## src/rtl/line_steer_ctrl.sv

```systemverilog
// Purpose: IR line-follower steering controller driving the two-channel motor PWM stage.
// Latency: sensor reaches the accepted pattern after a 2-FF sync plus DEB_TICKS ticks; speeds step once per tick, starting on the tick after acceptance.
// Backpressure: none; this is a free-running control loop, and run_i=0 forces an immediate, unramped stop on the next cycle.
// Ports: clk_i/rst_ni clock and async active-low reset; run_i drive enable (level); sensor_i {L,C,R} async line sensors;
//        l_/r_en_o motor enables, l_/r_speed_o speeds 0..MAX_SPD, l_/r_fwd_o direction (1=forward);
//        state_o 00 IDLE/01 FOLLOW/10 SEARCH/11 HALT; lost_led_o high in SEARCH or HALT. All outputs registered.
module line_steer_ctrl #(
  parameter int unsigned TICK_DIV   = 100000,
  parameter int unsigned DEB_TICKS  = 3,
  parameter int unsigned LOST_TICKS = 500,
  parameter int unsigned BASE_SPD   = 7,
  parameter int unsigned SOFT_SPD   = 4,
  parameter int unsigned SEARCH_SPD = 3,
  parameter int unsigned MAX_SPD    = 10
) (
  input  logic       clk_i,
  input  logic       rst_ni,
  input  logic       run_i,
  input  logic [2:0] sensor_i,
  output logic       l_en_o,
  output logic [3:0] l_speed_o,
  output logic       l_fwd_o,
  output logic       r_en_o,
  output logic [3:0] r_speed_o,
  output logic       r_fwd_o,
  output logic [1:0] state_o,
  output logic       lost_led_o
);

  typedef enum logic [1:0] {
    S_IDLE   = 2'b00,
    S_FOLLOW = 2'b01,
    S_SEARCH = 2'b10,
    S_HALT   = 2'b11
  } state_e;

  localparam logic [19:0] TICK_LAST = 20'(TICK_DIV - 1);
  localparam logic [3:0]  DEB_N     = 4'(DEB_TICKS);
  localparam logic [9:0]  LOST_LAST = 10'(LOST_TICKS - 1);
  // The only targets are these constants, so clamping them here bounds every speed.
  localparam int unsigned MAX_C    = (MAX_SPD > 10) ? 10 : MAX_SPD;
  localparam logic [3:0]  BASE_T   = 4'((BASE_SPD   > MAX_C) ? MAX_C : BASE_SPD);
  localparam logic [3:0]  SOFT_T   = 4'((SOFT_SPD   > MAX_C) ? MAX_C : SOFT_SPD);
  localparam logic [3:0]  SEARCH_T = 4'((SEARCH_SPD > MAX_C) ? MAX_C : SEARCH_SPD);

  state_e      state_q, state_d;
  logic [2:0]  sync1_q, sync2_q;
  logic [19:0] tick_cnt_q, tick_cnt_d;
  logic [2:0]  prev_q, prev_d, acc_q, acc_d;
  logic [3:0]  deb_cnt_q, deb_cnt_d;
  logic [9:0]  lost_cnt_q, lost_cnt_d;
  logic        last_left_q, last_left_d;
  logic [3:0]  ftgt_l_q, ftgt_l_d, ftgt_r_q, ftgt_r_d;
  logic [3:0]  l_spd_q, l_spd_d, r_spd_q, r_spd_d;
  logic        l_fwd_q, l_fwd_d, r_fwd_q, r_fwd_d;
  logic        en_q, en_d, lost_q, lost_d;

  logic        tick, acc_hit;
  logic        dec_set, dec_dir, dec_left;
  logic [3:0]  dec_l, dec_r, tgt_l, tgt_r;
  logic        tfwd_l, tfwd_r;

  // One step toward the target. A pending direction flip first drains the
  // speed to 0, and the flip itself lands on a tick where the speed is 0.
  function automatic logic [4:0] ramp(input logic [3:0] spd, input logic fwd,
                                      input logic [3:0] tgt, input logic tfwd);
    logic [3:0] s;
    logic       f;
    s = spd;
    f = fwd;
    if (fwd != tfwd) begin
      if (spd == 4'd0) f = tfwd;
      else             s = spd - 4'd1;
    end else if (spd < tgt) begin
      s = spd + 4'd1;
    end else if (spd > tgt) begin
      s = spd - 4'd1;
    end
    return {f, s};
  endfunction

  always_comb begin
    tick       = (tick_cnt_q == TICK_LAST);
    tick_cnt_d = tick ? 20'd0 : tick_cnt_q + 20'd1;

    // Debounce: deb_cnt counts consecutive equal tick samples; 0 means no sample yet.
    prev_d    = prev_q;
    deb_cnt_d = deb_cnt_q;
    acc_hit   = 1'b0;
    if (tick) begin
      prev_d = sync2_q;
      if (deb_cnt_q != 4'd0 && sync2_q == prev_q) begin
        if (deb_cnt_q < DEB_N) deb_cnt_d = deb_cnt_q + 4'd1;
      end else begin
        deb_cnt_d = 4'd1;
      end
      acc_hit = (deb_cnt_d >= DEB_N);
    end
    acc_d = acc_hit ? sync2_q : acc_q;

    // Pattern decode for FOLLOW targets; 101 holds, 000/111 are FSM events.
    dec_set  = 1'b1;
    dec_dir  = 1'b0;
    dec_left = 1'b0;
    dec_l    = BASE_T;
    dec_r    = BASE_T;
    case (sync2_q)
      3'b010: ;
      3'b110: begin dec_l = SOFT_T; dec_dir = 1'b1; dec_left = 1'b1; end
      3'b100: begin dec_l = 4'd0;   dec_dir = 1'b1; dec_left = 1'b1; end
      3'b011: begin dec_r = SOFT_T; dec_dir = 1'b1; end
      3'b001: begin dec_r = 4'd0;   dec_dir = 1'b1; end
      default: dec_set = 1'b0;
    endcase

    state_d     = state_q;
    ftgt_l_d    = ftgt_l_q;
    ftgt_r_d    = ftgt_r_q;
    last_left_d = last_left_q;
    lost_cnt_d  = lost_cnt_q;
    case (state_q)
      S_IDLE: begin
        if (run_i) begin
          state_d   = S_FOLLOW;
          prev_d    = 3'd0;
          deb_cnt_d = 4'd0;
          acc_d     = 3'd0;
        end
      end
      S_FOLLOW: begin
        if (acc_hit) begin
          if (sync2_q == 3'b000)      state_d = S_SEARCH;
          else if (sync2_q == 3'b111) state_d = S_HALT;
          else if (dec_set) begin
            ftgt_l_d = dec_l;
            ftgt_r_d = dec_r;
            if (dec_dir) last_left_d = dec_left;
          end
        end
      end
      S_SEARCH: begin
        if (acc_hit && sync2_q == 3'b111) begin
          state_d = S_HALT;
        end else if (acc_hit && sync2_q != 3'b000) begin
          state_d = S_FOLLOW;
          if (dec_set) begin
            ftgt_l_d = dec_l;
            ftgt_r_d = dec_r;
            if (dec_dir) last_left_d = dec_left;
          end
        end else if (tick && acc_d == 3'b000) begin
          if (lost_cnt_q >= LOST_LAST) state_d = S_HALT;
          else                         lost_cnt_d = lost_cnt_q + 10'd1;
        end
      end
      default: ;
    endcase
    if (state_d != S_SEARCH) lost_cnt_d = 10'd0;
    if (!run_i) begin
      state_d  = S_IDLE;
      ftgt_l_d = 4'd0;
      ftgt_r_d = 4'd0;
    end

    // Targets follow the current state; SEARCH spins with the inner wheel reversed.
    tgt_l  = 4'd0;
    tgt_r  = 4'd0;
    tfwd_l = 1'b1;
    tfwd_r = 1'b1;
    case (state_q)
      S_FOLLOW: begin tgt_l = ftgt_l_q; tgt_r = ftgt_r_q; end
      S_SEARCH: begin
        tgt_l  = SEARCH_T;
        tgt_r  = SEARCH_T;
        tfwd_l = ~last_left_q;
        tfwd_r = last_left_q;
      end
      default: ;
    endcase

    l_spd_d = l_spd_q;
    l_fwd_d = l_fwd_q;
    r_spd_d = r_spd_q;
    r_fwd_d = r_fwd_q;
    if (tick) begin
      {l_fwd_d, l_spd_d} = ramp(l_spd_q, l_fwd_q, tgt_l, tfwd_l);
      {r_fwd_d, r_spd_d} = ramp(r_spd_q, r_fwd_q, tgt_r, tfwd_r);
    end
    if (!run_i) begin
      l_spd_d = 4'd0;
      r_spd_d = 4'd0;
      l_fwd_d = 1'b1;
      r_fwd_d = 1'b1;
    end

    en_d   = (state_d == S_FOLLOW) || (state_d == S_SEARCH) ||
             ((state_d == S_HALT) && (l_spd_d != 4'd0 || r_spd_d != 4'd0));
    lost_d = (state_d == S_SEARCH) || (state_d == S_HALT);
  end

  always_ff @(posedge clk_i or negedge rst_ni) begin
    if (!rst_ni) begin
      state_q     <= S_IDLE;
      sync1_q     <= 3'd0;
      sync2_q     <= 3'd0;
      tick_cnt_q  <= 20'd0;
      prev_q      <= 3'd0;
      acc_q       <= 3'd0;
      deb_cnt_q   <= 4'd0;
      lost_cnt_q  <= 10'd0;
      last_left_q <= 1'b1;
      ftgt_l_q    <= 4'd0;
      ftgt_r_q    <= 4'd0;
      l_spd_q     <= 4'd0;
      r_spd_q     <= 4'd0;
      l_fwd_q     <= 1'b1;
      r_fwd_q     <= 1'b1;
      en_q        <= 1'b0;
      lost_q      <= 1'b0;
    end else begin
      state_q     <= state_d;
      sync1_q     <= sensor_i;
      sync2_q     <= sync1_q;
      tick_cnt_q  <= tick_cnt_d;
      prev_q      <= prev_d;
      acc_q       <= acc_d;
      deb_cnt_q   <= deb_cnt_d;
      lost_cnt_q  <= lost_cnt_d;
      last_left_q <= last_left_d;
      ftgt_l_q    <= ftgt_l_d;
      ftgt_r_q    <= ftgt_r_d;
      l_spd_q     <= l_spd_d;
      r_spd_q     <= r_spd_d;
      l_fwd_q     <= l_fwd_d;
      r_fwd_q     <= r_fwd_d;
      en_q        <= en_d;
      lost_q      <= lost_d;
    end
  end

  assign l_en_o     = en_q;
  assign r_en_o     = en_q;
  assign l_speed_o  = l_spd_q;
  assign r_speed_o  = r_spd_q;
  assign l_fwd_o    = l_fwd_q;
  assign r_fwd_o    = r_fwd_q;
  assign state_o    = state_q;
  assign lost_led_o = lost_q;

endmodule

```

## config.mk

```make
export PLATFORM = sky130hd
export DESIGN_NAME = line_steer_ctrl
export DESIGN_NICKNAME = d
export VERILOG_FILES = /design/src/rtl/line_steer_ctrl.sv
export SDC_FILE = /design/constraint.sdc
export NUM_CORES = 1
export LEC_CHECK = 0
export BUFFER_PORTS_ARGS = -buffer_cell sky130_fd_sc_hd__buf_4
export CORE_MARGIN = 2
export CORE_UTILIZATION = 55
export CTS_CLUSTER_SIZE = 10
export DETAILED_ROUTE_END_ITERATION = 8
export HOLD_SLACK_MARGIN = 0.05
export PLACE_DENSITY_LB_ADDON = 0.25
export SLEW_MARGIN = 0
export SYNTH_ARGS = -nofsm -noshare
export SYNTH_HDL_FRONTEND = slang
export SYNTH_SLANG_ARGS = --single-unit
```

## constraint.sdc

```tcl
create_clock -name clk_i -period 3 [get_ports clk_i]
set_input_delay 0.15 -clock clk_i [delete_from_list [all_inputs] [get_ports clk_i]]
set_output_delay 0.15 -clock clk_i [all_outputs]
set_load 0.01 [all_outputs]
```

Word level (Yosys, flattened, before mapping)
Cells that the tools add are included.
- add/sub/neg operators: 7
- $lt $le $gt $ge: 7
- equality and inequality tests: 35
- mux-type cells: 83
- bitwise gates (word level): 1
- reduce and logical (&&, ||, !) cells: 29
- operators by type and width (kind ; count):
    4-bit 2-to-1 mux ; 32
    10-bit 2-to-1 mux ; 6
    4-bit one-hot mux with 2 select lines ; 4
    1-bit 2-to-1 mux ; 21
    20-bit by 1-bit adder with 20-bit output (second input constant) ; 1
    20-bit by 17-bit == test with 1-bit output (second input constant) ; 1
    20-bit 2-to-1 mux ; 1
    2-bit 2-to-1 mux ; 9
    3-bit 2-to-1 mux ; 6
    2-bit by 1-bit inequality test with 1-bit output (second input constant) ; 8
    3-bit inequality test (second input constant) ; 5
    4-bit by 1-bit adder with 4-bit output (second input constant) ; 3
    2-bit inequality test (second input constant) ; 6
    3-bit one-hot mux with 2 select lines ; 2
    6-bit AND reduction ; 2
    4-bit nonzero test ; 3
    10-bit by 1-bit adder with 10-bit output (second input constant) ; 1
    10-bit by 9-bit >= comparator with 1-bit output (second input constant) ; 1
    3-bit == test (second input constant) ; 3
    4-bit greater-than comparator ; 2
    4-bit logical NOT ; 2
    4-bit less-than comparator ; 2
    4-bit by 1-bit subtractor with 4-bit output (second input constant) ; 2
    2-bit == test (second input constant) ; 3
    other kinds (22) ; 36
- flip-flop bits (word level): 69
- input bits: 6

Longest topological paths before layout
- word-level depth: 17
- mapped depth: 15
- depth with buffers taken out: 14

Worst setup path before layout
Ideal clock, no wire load.
- kind: reg-to-reg
- start: register lost_led_o (netlist name)
- end: register en_q, in the netlist l_en_o
- arrival: 2.748 ns
- required time: 2.869 ns
- setup slack: 0.121 ns
- cell stages (with the launch flop): 15
- path through: dfrtp_1 -> inv_1 -> ha_1 -> clkbuf_1 -> nand2_1 -> nand2_1 -> nand2_1 -> ha_1 -> or4b_1 -> o211a_2 -> a2111oi_4 -> xnor2_1 -> nor2_2 -> nor3_1 -> a31oi_1
- RTL lines (what ; line ; text):
    to (signal assigned) ; 236 ; en_q <= en_d;
    to (decl) ; 56 ; logic en_q, en_d, lost_q, lost_d;

==> impl_metrics.yaml <==
outcome:
  status: "finished, final reports clean"
layout:
  multi_input_area_um2: 2170
  drive_above_1_share_pct: 16.9
  num-nets-final: 460
  antenna_cells: 0
  seqCellArea_um2: 1610
  synthToLayoutAreaGrowth_pct: 14.1
  fill_cells: 585
sta:
  setup_viol: 0
  slew_violations: 0
  hold_violations: 0
  layout_setup_ws_ns: 0.151
  skew_ns: 0.00994
  fin_tns_setup_ns: 0
  fin_hold_ws_ns: 0.0823
  period_share_pct: 95.0
  worst_pin_slew_ns: 0.802
  max_slew_margin_pct: 46.5
  rsz0062_at_grt: "false"
  period_minus_slack_ns: 2.85
  fmax_ghz: 0.351
yosys:
  yosysMostFrequentCell: "dfrtp_1"
  synth_top_cell_by_area: "dfrtp_1"
  netlist_area_um2: 3900
  syn_nets: 431
  synth_warnings: 0
  synth_area_leaders: "dfrtp_1 (39%), ha_1 (6.7%), nor2_1 (4.7%)"
  synthFlopType: "dfrtp_1"
  yosysTopAreaCellShare_pct: 39.1
  postSynthCellCount: 404
  synth-seq-cells: 64
  synth.distinct_cells: 71
  ys_seq_area_share_pct: 41.1
  synth_commonest_cells: "dfrtp_1 (61), nor2_1 (49), nand2_1 (29), nand3_1 (28), inv_1 (22)"
  synth_edf_count: 0
  avgSynthCellArea_um2: 9.66
  synth-async-reset-ratio_pct: 100
grt:
  grt_max_degree: 65
  grt_antenna_before_repair: 0
  grt_pass1_vias: 2953
  grt_pass1_wl_um: 14200
  grt_usage_pct: 23.4
  grt_overflow_total: 0
die:
  core-area_um2: 6830
  io_pins: 21
  die_width_um: 88.2
  dieArea_um2: 7790
  core.rowCount: 30
  initial_core_util_pct: 57.1
  die_h_um: 88.2
job:
  cap_violations: 0
critical_path:
  end_kind: "flip-flop"
  critPathLaunchType: "flip-flop"
  ff2ff_setup_slack_ns: 0.15
  path_cells: "inv_1 > ha_2 > nand2_1 > nand2_1 > nand2_1 > ha_1 > or4b_1 > o211a_2 > a2111oi_4 > xnor2_1 > nor2_2 > nor3_2 > a31oi_1"
  critPathKind: "reg -> reg"
  max_stage_delay_ns: 0.46
  cp.buffers_inverters: 1
  worstPathArrival_ns: 3.06
  crit_required_ns: 3.21
  cp_common_cell: "nand2_1"
  crit_fanout: 7
  crit_path_top_delay_cell: "or4b_1"
  crit_family: "simple AND/OR/NAND/NOR gates"
placed_design:
  dp_slack_ns: 0.116
  hpwlAfterDp_um: 5710
  io_buffer_count: 20
  gp_congestion: 0.892
route:
  via_per_inst: 5.80
  first_iter_violations: 128
  final_antenna_net_count: 0
  finalWirelength_um: 8280
  firstDrtPassIters: 4
  routedWlPerCell_um: 15.5
  num_vias: 3089
  drc: 0
power:
  p_leak_uw: 0.00198
  power-per-cell-area_nw_per_um2: 401
  ir_worst_vdd_mv: 0.316
cts:
  path_clk_slew_ns: 0.07
  cts-htree-levels: 3
  root_buffer: "clkbuf_8"
  cts_made_buffers: 9
  postCtsSetupBuffers: 0
  cts_buffer_depth: 2
  cts_tree: "built"
  clk_latency_ns: 0.34
  cts.sinks: 64
hold_path:
  hold_path.class: "in -> reg"
[layer usage]
metal | share of wire (%) | GRT usage [%]
met1 | 47 | 32.6
met2 | 47 | 35.5
met3 | 3.3 | 4.10
met4 | 2.5 | 11.3
met5 | 0 | 0
[area by class of cell]
cell class / count / area share [%]
multi-input combinational: 301 / 48.7
sequential: 64 / 36.2
timing repair buffer: 34 / 5.96
clock buffer: 11 / 2.95
tap: 96 / 2.70
inverter: 23 / 1.94
clock inverter: 4 / 1.57
[worst paths after layout]
check                                start       endpoint  depth (start not counted)
min in group asynchronous           rst_ni  tick_cnt_q[2]                          2
worst max register to register  lost_led_o         l_en_o                         13
worst min register to register  sync1_q[1]     sync2_q[1]                          0
max in group asynchronous           rst_ni     state_o[0]                          2
worst min-delay path                 run_i        r_fwd_o                          2
worst max-delay path            lost_led_o         l_en_o                         13
[placed cells by master, fill, tap and decap left out, drive strengths merged, types with 4 or more instances in the layout]
cell type	count
o21ai	14
clkbuf	11
and2	10
and3	6
a31oi	6
nor2	51
inv	22
nand2	29
nor3	7
nand4	5
dlygate4sd3	4
mux2i	9
a21oi	14
nor4b	4
o211ai	6
nand3	28
buf	30
dfrtp	61
xor2	20
xnor2	11
a211oi	4
ha	21
or3	4
[stage by stage]
stage / util (%) / total power [uW] / area [um2] / std cells
3_5_place_dp: 60.9 / 1010 / 4160 / 514
3_3_place_gp: 60.9 / 1000 / 4160 / 514
2_1_floorplan: - / 960 / 3900 / 404
6_report: 65.2 / 1790 / 4450 / 533
5_1_grt: 65.2 / 1860 / 4450 / 533
4_1_cts: 64.5 / 1800 / 4400 / 533
[state kept, by name, summed over array words and instances (netlist names)]
name	count
sync1_q	3
lost_cnt_q	10
l_en_o	1
l_speed_o	4
ftgt_l_q	2
r_fwd_o	1
prev_q	3
sync2_q	3
state_o	1
ftgt_r_q	2
l_fwd_o	1
tick_cnt_q	20
r_speed_o	4
last_left_q	1
deb_cnt_q	4
acc_q	3
lost_led_o	1
[timing repair]
item	CTS	global route
hold buffers	4	0
endpoints found under the setup margin	0	1
hold endpoints to repair	64	0
resized for setup	0	13
[cells by family (layout without fill, tap and decap cells)]
group,Yosys count,in the layout,synth area share [%]
buffers and inverters,39,72,4.42
XOR/XNOR,31,31,6.96
AO/OA/AOI/OAI,73,73,13.8
multiplexers,11,11,2.89
flip-flops,64,64,41.1
adder cells (fa/ha/maj),21,21,6.73
AND/OR/NAND/NOR,165,165,24.0
[power by group]
| part | leakage [uW] | switching [uW] | internal, uW |
|---|---|---|---|
| Combinational | 0.00103 | 69.2 | 47.1 |
| Sequential | 0.000848 | 13.5 | 870 |
| Clock | 0.000103 | 326 | 461 |
| Total | 0.00198 | 409 | 1380 |
(Power assumes the default switching activity.)
